[src/rtl/rf_writeback_unit_pkg.sv]
// Shared widths, the write-back record and the register-zero constant for the
// register-file write-back unit.
package rf_writeback_unit_pkg;

  localparam int unsigned XLEN = 32;
  localparam int unsigned AW   = 5;

  localparam logic [AW-1:0] REG_ZERO = '0;

  typedef struct packed {
    logic [AW-1:0]   rd;
    logic [XLEN-1:0] data;
  } wb_rec_t;

endpackage

[src/rtl/wb_load_fifo.sv]
// Synchronous FIFO for load responses waiting for the register-file write port.
// No fall-through: an entry pushed into an empty FIFO is visible one edge later.
module wb_load_fifo #(
  parameter int unsigned DEPTH = 4,
  parameter int unsigned WIDTH = 37
) (
  input  logic                     clk,
  input  logic                     rst,
  input  logic                     push,
  input  logic                     pop,
  input  logic [WIDTH-1:0]         wdata,
  output logic [WIDTH-1:0]         rdata,
  output logic                     full,
  output logic                     empty,
  output logic [$clog2(DEPTH):0]   count
);

  localparam int unsigned PW = $clog2(DEPTH);
  localparam logic [PW:0] FULL_COUNT = (PW + 1)'(DEPTH);

  logic [WIDTH-1:0] mem [DEPTH];
  logic [PW-1:0]    wr_ptr_q, rd_ptr_q;
  logic [PW:0]      count_q;
  logic             do_push, do_pop;

  assign full    = (count_q == FULL_COUNT);
  assign empty   = (count_q == '0);
  assign count   = count_q;
  assign rdata   = mem[rd_ptr_q];
  assign do_push = push && !full;
  assign do_pop  = pop && !empty;

  always_ff @(posedge clk) begin
    if (do_push) mem[wr_ptr_q] <= wdata;
  end

  // Power-of-two depth lets the pointers wrap by plain overflow.
  always_ff @(posedge clk or posedge rst) begin
    if (rst) begin
      wr_ptr_q <= '0;
      rd_ptr_q <= '0;
      count_q  <= '0;
    end else begin
      if (do_push) wr_ptr_q <= wr_ptr_q + 1'b1;
      if (do_pop)  rd_ptr_q <= rd_ptr_q + 1'b1;
      if (do_push && !do_pop)      count_q <= count_q + 1'b1;
      else if (do_pop && !do_push) count_q <= count_q - 1'b1;
    end
  end

endmodule

[src/rtl/rf_writeback_unit.sv]
// Register-file write port owner: arbitrates ALU results over queued load
// responses and tracks in-flight loads for decode-stage hazard stalls.
module rf_writeback_unit #(
  parameter int unsigned XLEN     = rf_writeback_unit_pkg::XLEN,
  parameter int unsigned AW       = rf_writeback_unit_pkg::AW,
  parameter int unsigned LQ_DEPTH = 4
) (
  input  logic                        clk,
  input  logic                        rst,
  input  logic                        alu_valid,
  input  logic [AW-1:0]               alu_rd,
  input  logic [XLEN-1:0]             alu_data,
  input  logic                        ld_valid,
  output logic                        ld_ready,
  input  logic [AW-1:0]               ld_rd,
  input  logic [XLEN-1:0]             ld_data,
  input  logic                        iss_valid,
  input  logic                        iss_is_load,
  input  logic [AW-1:0]               iss_rd,
  input  logic [AW-1:0]               q_rs1,
  input  logic [AW-1:0]               q_rs2,
  output logic                        busy_rs1,
  output logic                        busy_rs2,
  output logic                        rf_we,
  output logic [AW-1:0]               rf_a3,
  output logic [XLEN-1:0]             rf_wd,
  output logic [$clog2(LQ_DEPTH):0]   lq_count
);

  import rf_writeback_unit_pkg::*;

  localparam int unsigned NREG = 1 << AW;

  wb_rec_t          push_rec, head;
  logic             lq_full, lq_empty, pop;
  logic [NREG-1:0]  pend_q, pend_d;
  logic             rf_we_q;
  logic [AW-1:0]    rf_a3_q;
  logic [XLEN-1:0]  rf_wd_q;

  assign push_rec = '{rd: ld_rd, data: ld_data};
  assign ld_ready = !lq_full;
  // ALU results cannot be back-pressured, so loads only drain on ALU-idle cycles.
  assign pop      = !alu_valid && !lq_empty;

  wb_load_fifo #(
    .DEPTH (LQ_DEPTH),
    .WIDTH ($bits(wb_rec_t))
  ) u_lq (
    .clk   (clk),
    .rst   (rst),
    .push  (ld_valid && ld_ready),
    .pop   (pop),
    .wdata (push_rec),
    .rdata (head),
    .full  (lq_full),
    .empty (lq_empty),
    .count (lq_count)
  );

  always_ff @(posedge clk or posedge rst) begin
    if (rst) begin
      rf_we_q <= 1'b0;
      rf_a3_q <= '0;
      rf_wd_q <= '0;
    end else if (alu_valid) begin
      rf_we_q <= (alu_rd != REG_ZERO);
      rf_a3_q <= alu_rd;
      rf_wd_q <= alu_data;
    end else if (pop) begin
      rf_we_q <= (head.rd != REG_ZERO);
      rf_a3_q <= head.rd;
      rf_wd_q <= head.data;
    end else begin
      rf_we_q <= 1'b0;
    end
  end

  assign rf_we = rf_we_q;
  assign rf_a3 = rf_a3_q;
  assign rf_wd = rf_wd_q;

  // Clear before set so a re-issued load to the popping register stays pending.
  always_comb begin
    pend_d = pend_q;
    if (pop) pend_d[head.rd] = 1'b0;
    if (iss_valid && iss_is_load && (iss_rd != REG_ZERO)) pend_d[iss_rd] = 1'b1;
    pend_d[0] = 1'b0;
  end

  always_ff @(posedge clk or posedge rst) begin
    if (rst) pend_q <= '0;
    else     pend_q <= pend_d;
  end

  assign busy_rs1 = pend_q[q_rs1] && (q_rs1 != REG_ZERO);
  assign busy_rs2 = pend_q[q_rs2] && (q_rs2 != REG_ZERO);

endmodule

[config.mk]
export PLATFORM = sky130hd
export DESIGN_NAME = rf_writeback_unit
export DESIGN_NICKNAME = d
export VERILOG_FILES = /design/src/rtl/rf_writeback_unit_pkg.sv /design/src/rtl/wb_load_fifo.sv /design/src/rtl/rf_writeback_unit.sv
export SDC_FILE = /design/constraint.sdc
export NUM_CORES = 1
export LEC_CHECK = 0
export BUFFER_PORTS_ARGS = -buffer_cell sky130_fd_sc_hd__buf_2
export CORE_ASPECT_RATIO = 1.4
export CORE_MARGIN = 2
export CORE_UTILIZATION = 40
export DETAILED_ROUTE_END_ITERATION = 7
export PLACE_DENSITY = 0.66
export SETUP_SLACK_MARGIN = 0.2
export SYNTH_ARGS = -nofsm -noshare
export SYNTH_HDL_FRONTEND = slang
export SYNTH_SLANG_ARGS = --single-unit
[constraint.sdc]
create_clock -name clk -period 2.8 [get_ports clk]
set_input_delay 0.14 -clock clk [delete_from_list [all_inputs] [get_ports clk]]
set_output_delay 0.14 -clock clk [all_outputs]
set_load 0.03 [all_outputs]
==> impl_metrics.tcl <==
set metrics [dict create \
    outcome "complete, no violations" \
    grt_max_degree 47 \
    grt-ovfl-total 0 \
    tns_ns 0 \
    dpl_worst_slack_ns 0.5225 \
    grt_pass1_vias 6100 \
    yosysTopAreaCellShare 0.4740 \
    cp-start-kind "register" \
    yosysUniqueCellTypes 46 \
    min_period_ns 2.340 \
    cts.sinks 224 \
    clk_pin_slew_worst_paths_ns 0.07 \
    total_power_mw 11.97 \
    worst_slew_pin_slew_ns 0.7247 \
    hpwl_um 13880 \
    grt_pass1_wl_um 32880 \
    wl_per_cell_um 18.28 \
    critical_path_class "reg -> out" \
    die_w_um 133.4 \
    crit_fanout 3 \
    seq_area_um2 6349 \
    syn_inst 597 \
    stdcell_count 1137 \
    fin_skew_ns 0.009427 \
    ys_seq_area_frac 0.6768 \
    grt_use_total 0.1708 \
    synth_flop_cell "edfxtp_1" \
    io_pins 139 \
    core_um2 23120 \
    start_util 0.4055 \
    n_fill_cell 1939 \
    rows 66 \
    critical_path.endpoint_type "output port" \
    drtIter0Drc 430 \
    rsz0062_at_grt "false" \
    firstDrtPassIters 5 \
    multi_input_area_um2 2859 \
    slew_headroom 0.5163 \
    cp_cell_sequence "mux4_2 -> a32oi_1 -> nand3_1 -> or3b_1 -> buf_2" \
    use_met2 0.3118 \
    max_freq_mhz 427.4 \
    drt_wl_total_um 20790 \
    globalplace.congestion 0.7944 \
    cts_tree "built" \
    ys_seq_elements 224 \
    cp_top_family "multiplexers" \
    ctsHtreeMaxLevel 1 \
    fin_crit_sh 0.8357 \
    grt_antenna_before_repair 2 \
    drv_slew 0 \
    final_cell_mix "edfxtp_1, buf_2, nand2_1, dlygate4sd3_1, dfrtp_1" \
    slowest_stage "mux4_2" \
    vdd_drop_max_mv 0.6624 \
    synthToLayoutAreaGrowth_pct 27.62 \
    ant_nets 0 \
    arrival_ns 2.20 \
    async_flop_share 0.3393 \
    hold_violations 0 \
    clockBufferDepth 3 \
    finalSetupViolCount 0 \
    ys_warn_count 0 \
    avgViaCountPerCell 5.150 \
    post_dp_cell_area_um2 10480 \
    synth-edff-count 148 \
    clock_latency_ns 0.49 \
    cts_resized 0 \
    cp_num_buf_inv 1 \
    layout_setup_ws_ns 0.4602 \
    gr-usage-met1 0.2108 \
    powerDensity_nw_per_um2 1000 \
    avgSynthCellArea_um2 15.71 \
    cts_root_buf "clkbuf_16" \
    syn-num-nets 698 \
    maxCapViolations 0 \
    met3_usage 0.02737 \
    cp.required_ns 2.66 \
    leakage_nw 4.683 \
    drive_gt1_frac 0.3048 \
    synth_area_um2 9376 \
    fin_area_um2 11970 \
    nets 917 \
    yosys.area.top_type "edfxtp_1" \
    synthTopCellsByArea "edfxtp_1, dfrtp_1, mux4_2, nand2_1, mux2i_1" \
    dieHeight_um 185.2 \
    portBuffers 138 \
    hp-class "in -> reg" \
    grt-busiest-layer "met2" \
    critPathMaxStageDelay_ns 0.48 \
    dieArea_um2 24700 \
    dr_total_vias 5856 \
    place_inst 1024 \
    layout.cells.most_common "edfxtp_1" \
    cts_inserted_buffers 21 \
    drc 0 \
]
[worst reg2reg max path: stages, from the launching register on]
cell	delay [ns]
dfrtp_1	0.47
nor3_1	0.48
nor2_1	0.11
inv_1	0.11
ha_1	0.18
inv_1	0.06
fa_1	0.37
xor2_1	0.17
nor2_1	0.12
xor2_1	0.15
[per-stage QoR]
step	hold slack, ns	utilization
2_1_floorplan	0.2389	-
3_3_place_gp	0.2685	0.4532
3_5_place_dp	0.2795	0.4532
4_1_cts	0.003196	0.5174
5_1_grt	0.03528	0.5175
6_report	0.02488	0.5175
[cell families (layout without fill, tap and decap cells)]
logic type      after synthesis  count (layout)  share of synthesized area
compound gates               76              76                    0.04591
xor+xnor                      6               6                   0.005606
fa+ha+maj                     6               6                   0.008807
buf+inv                      42             275                    0.01975
flops                       224             224                     0.6768
mux                          90              90                     0.1648
other cells                   0               1                          0
simple gates                153             153                    0.07833
[power by group]
part / internal, mW / switching [mW]
sequential: 4.56 / 0.539
clock: 1.79 / 1.20
combinational: 1.63 / 2.25
total: 7.98 / 3.99
[final timing paths]
check                                    from  slack [ns]             to  cells after the start
max in group asynchronous                 rst        1.70       rf_wd[6]                      4
worst max register to register  u_lq.count[1]        0.52  u_lq.count[2]                      9
worst min register to register      rf_wd[23]        0.48      rf_wd[23]                      2
worst max-delay path               pend_q[11]        0.46       busy_rs1                      5
worst min-delay path                iss_rd[3]        0.02      pend_q[5]                      4
min in group asynchronous                 rst        0.29     pend_q[22]                      3
[per-layer routing]
metal / vias up / routed length, um / part of all wire
met2: 172 / 10850 / 0.52
met1: 2929 / 8570 / 0.41
li1: 2719 / - / -
met5: - / 12 / 0.00058
met3: 34 / 957 / 0.046
met4: 2 / 397 / 0.019
[registers in the layout, summed over array words and instances (netlist names)]
signal         flops
rf_a3              5
rf_wd             32
u_lq.rd_ptr_q      2
rf_we              1
u_lq.mem         148
u_lq.wr_ptr_q      2
u_lq.count         3
pend_q            31
[what timing repair did]
item | 4_1_cts | 5_1_grt
hold endpoints to repair | 224 | 0
setup endpoints to repair | 0 | 0
buffers inserted | 0 | 0
hold buffers | 75 | 0
[synth_stat cells, types with 2 or more instances]
cell type / n
mux2_2: 5
nand3b_1: 4
or4_1: 2
clkbuf_1: 12
a222oi_1: 5
nor2b_1: 4
nor2_1: 11
nand3_1: 3
nor4_1: 2
xnor2_1: 3
or3b_1: 3
buf_2: 10
nand2b_1: 3
ha_1: 5
mux4_2: 51
and3_1: 5
nand4b_1: 2
nor3_1: 3
inv_1: 11
o21ai_1: 23
buf_6: 2
xor2_1: 3
edfxtp_1: 148
buf_1: 7
nand2_1: 99
mux2i_1: 34
o21ai_0: 41
dfrtp_1: 76
or4b_1: 2
nor3b_1: 2
[cell type report]
cell class	instances	area share
antenna	1	0.0002091
clock buffer	31	0.05395
clock inverter	6	0.007424
inverter	11	0.003555
multi-input combinational	331	0.2389
sequential	224	0.5305
tap	306	0.03199
timing repair buffer	227	0.1334
Note: power is estimated with default switching activity, not from simulation.
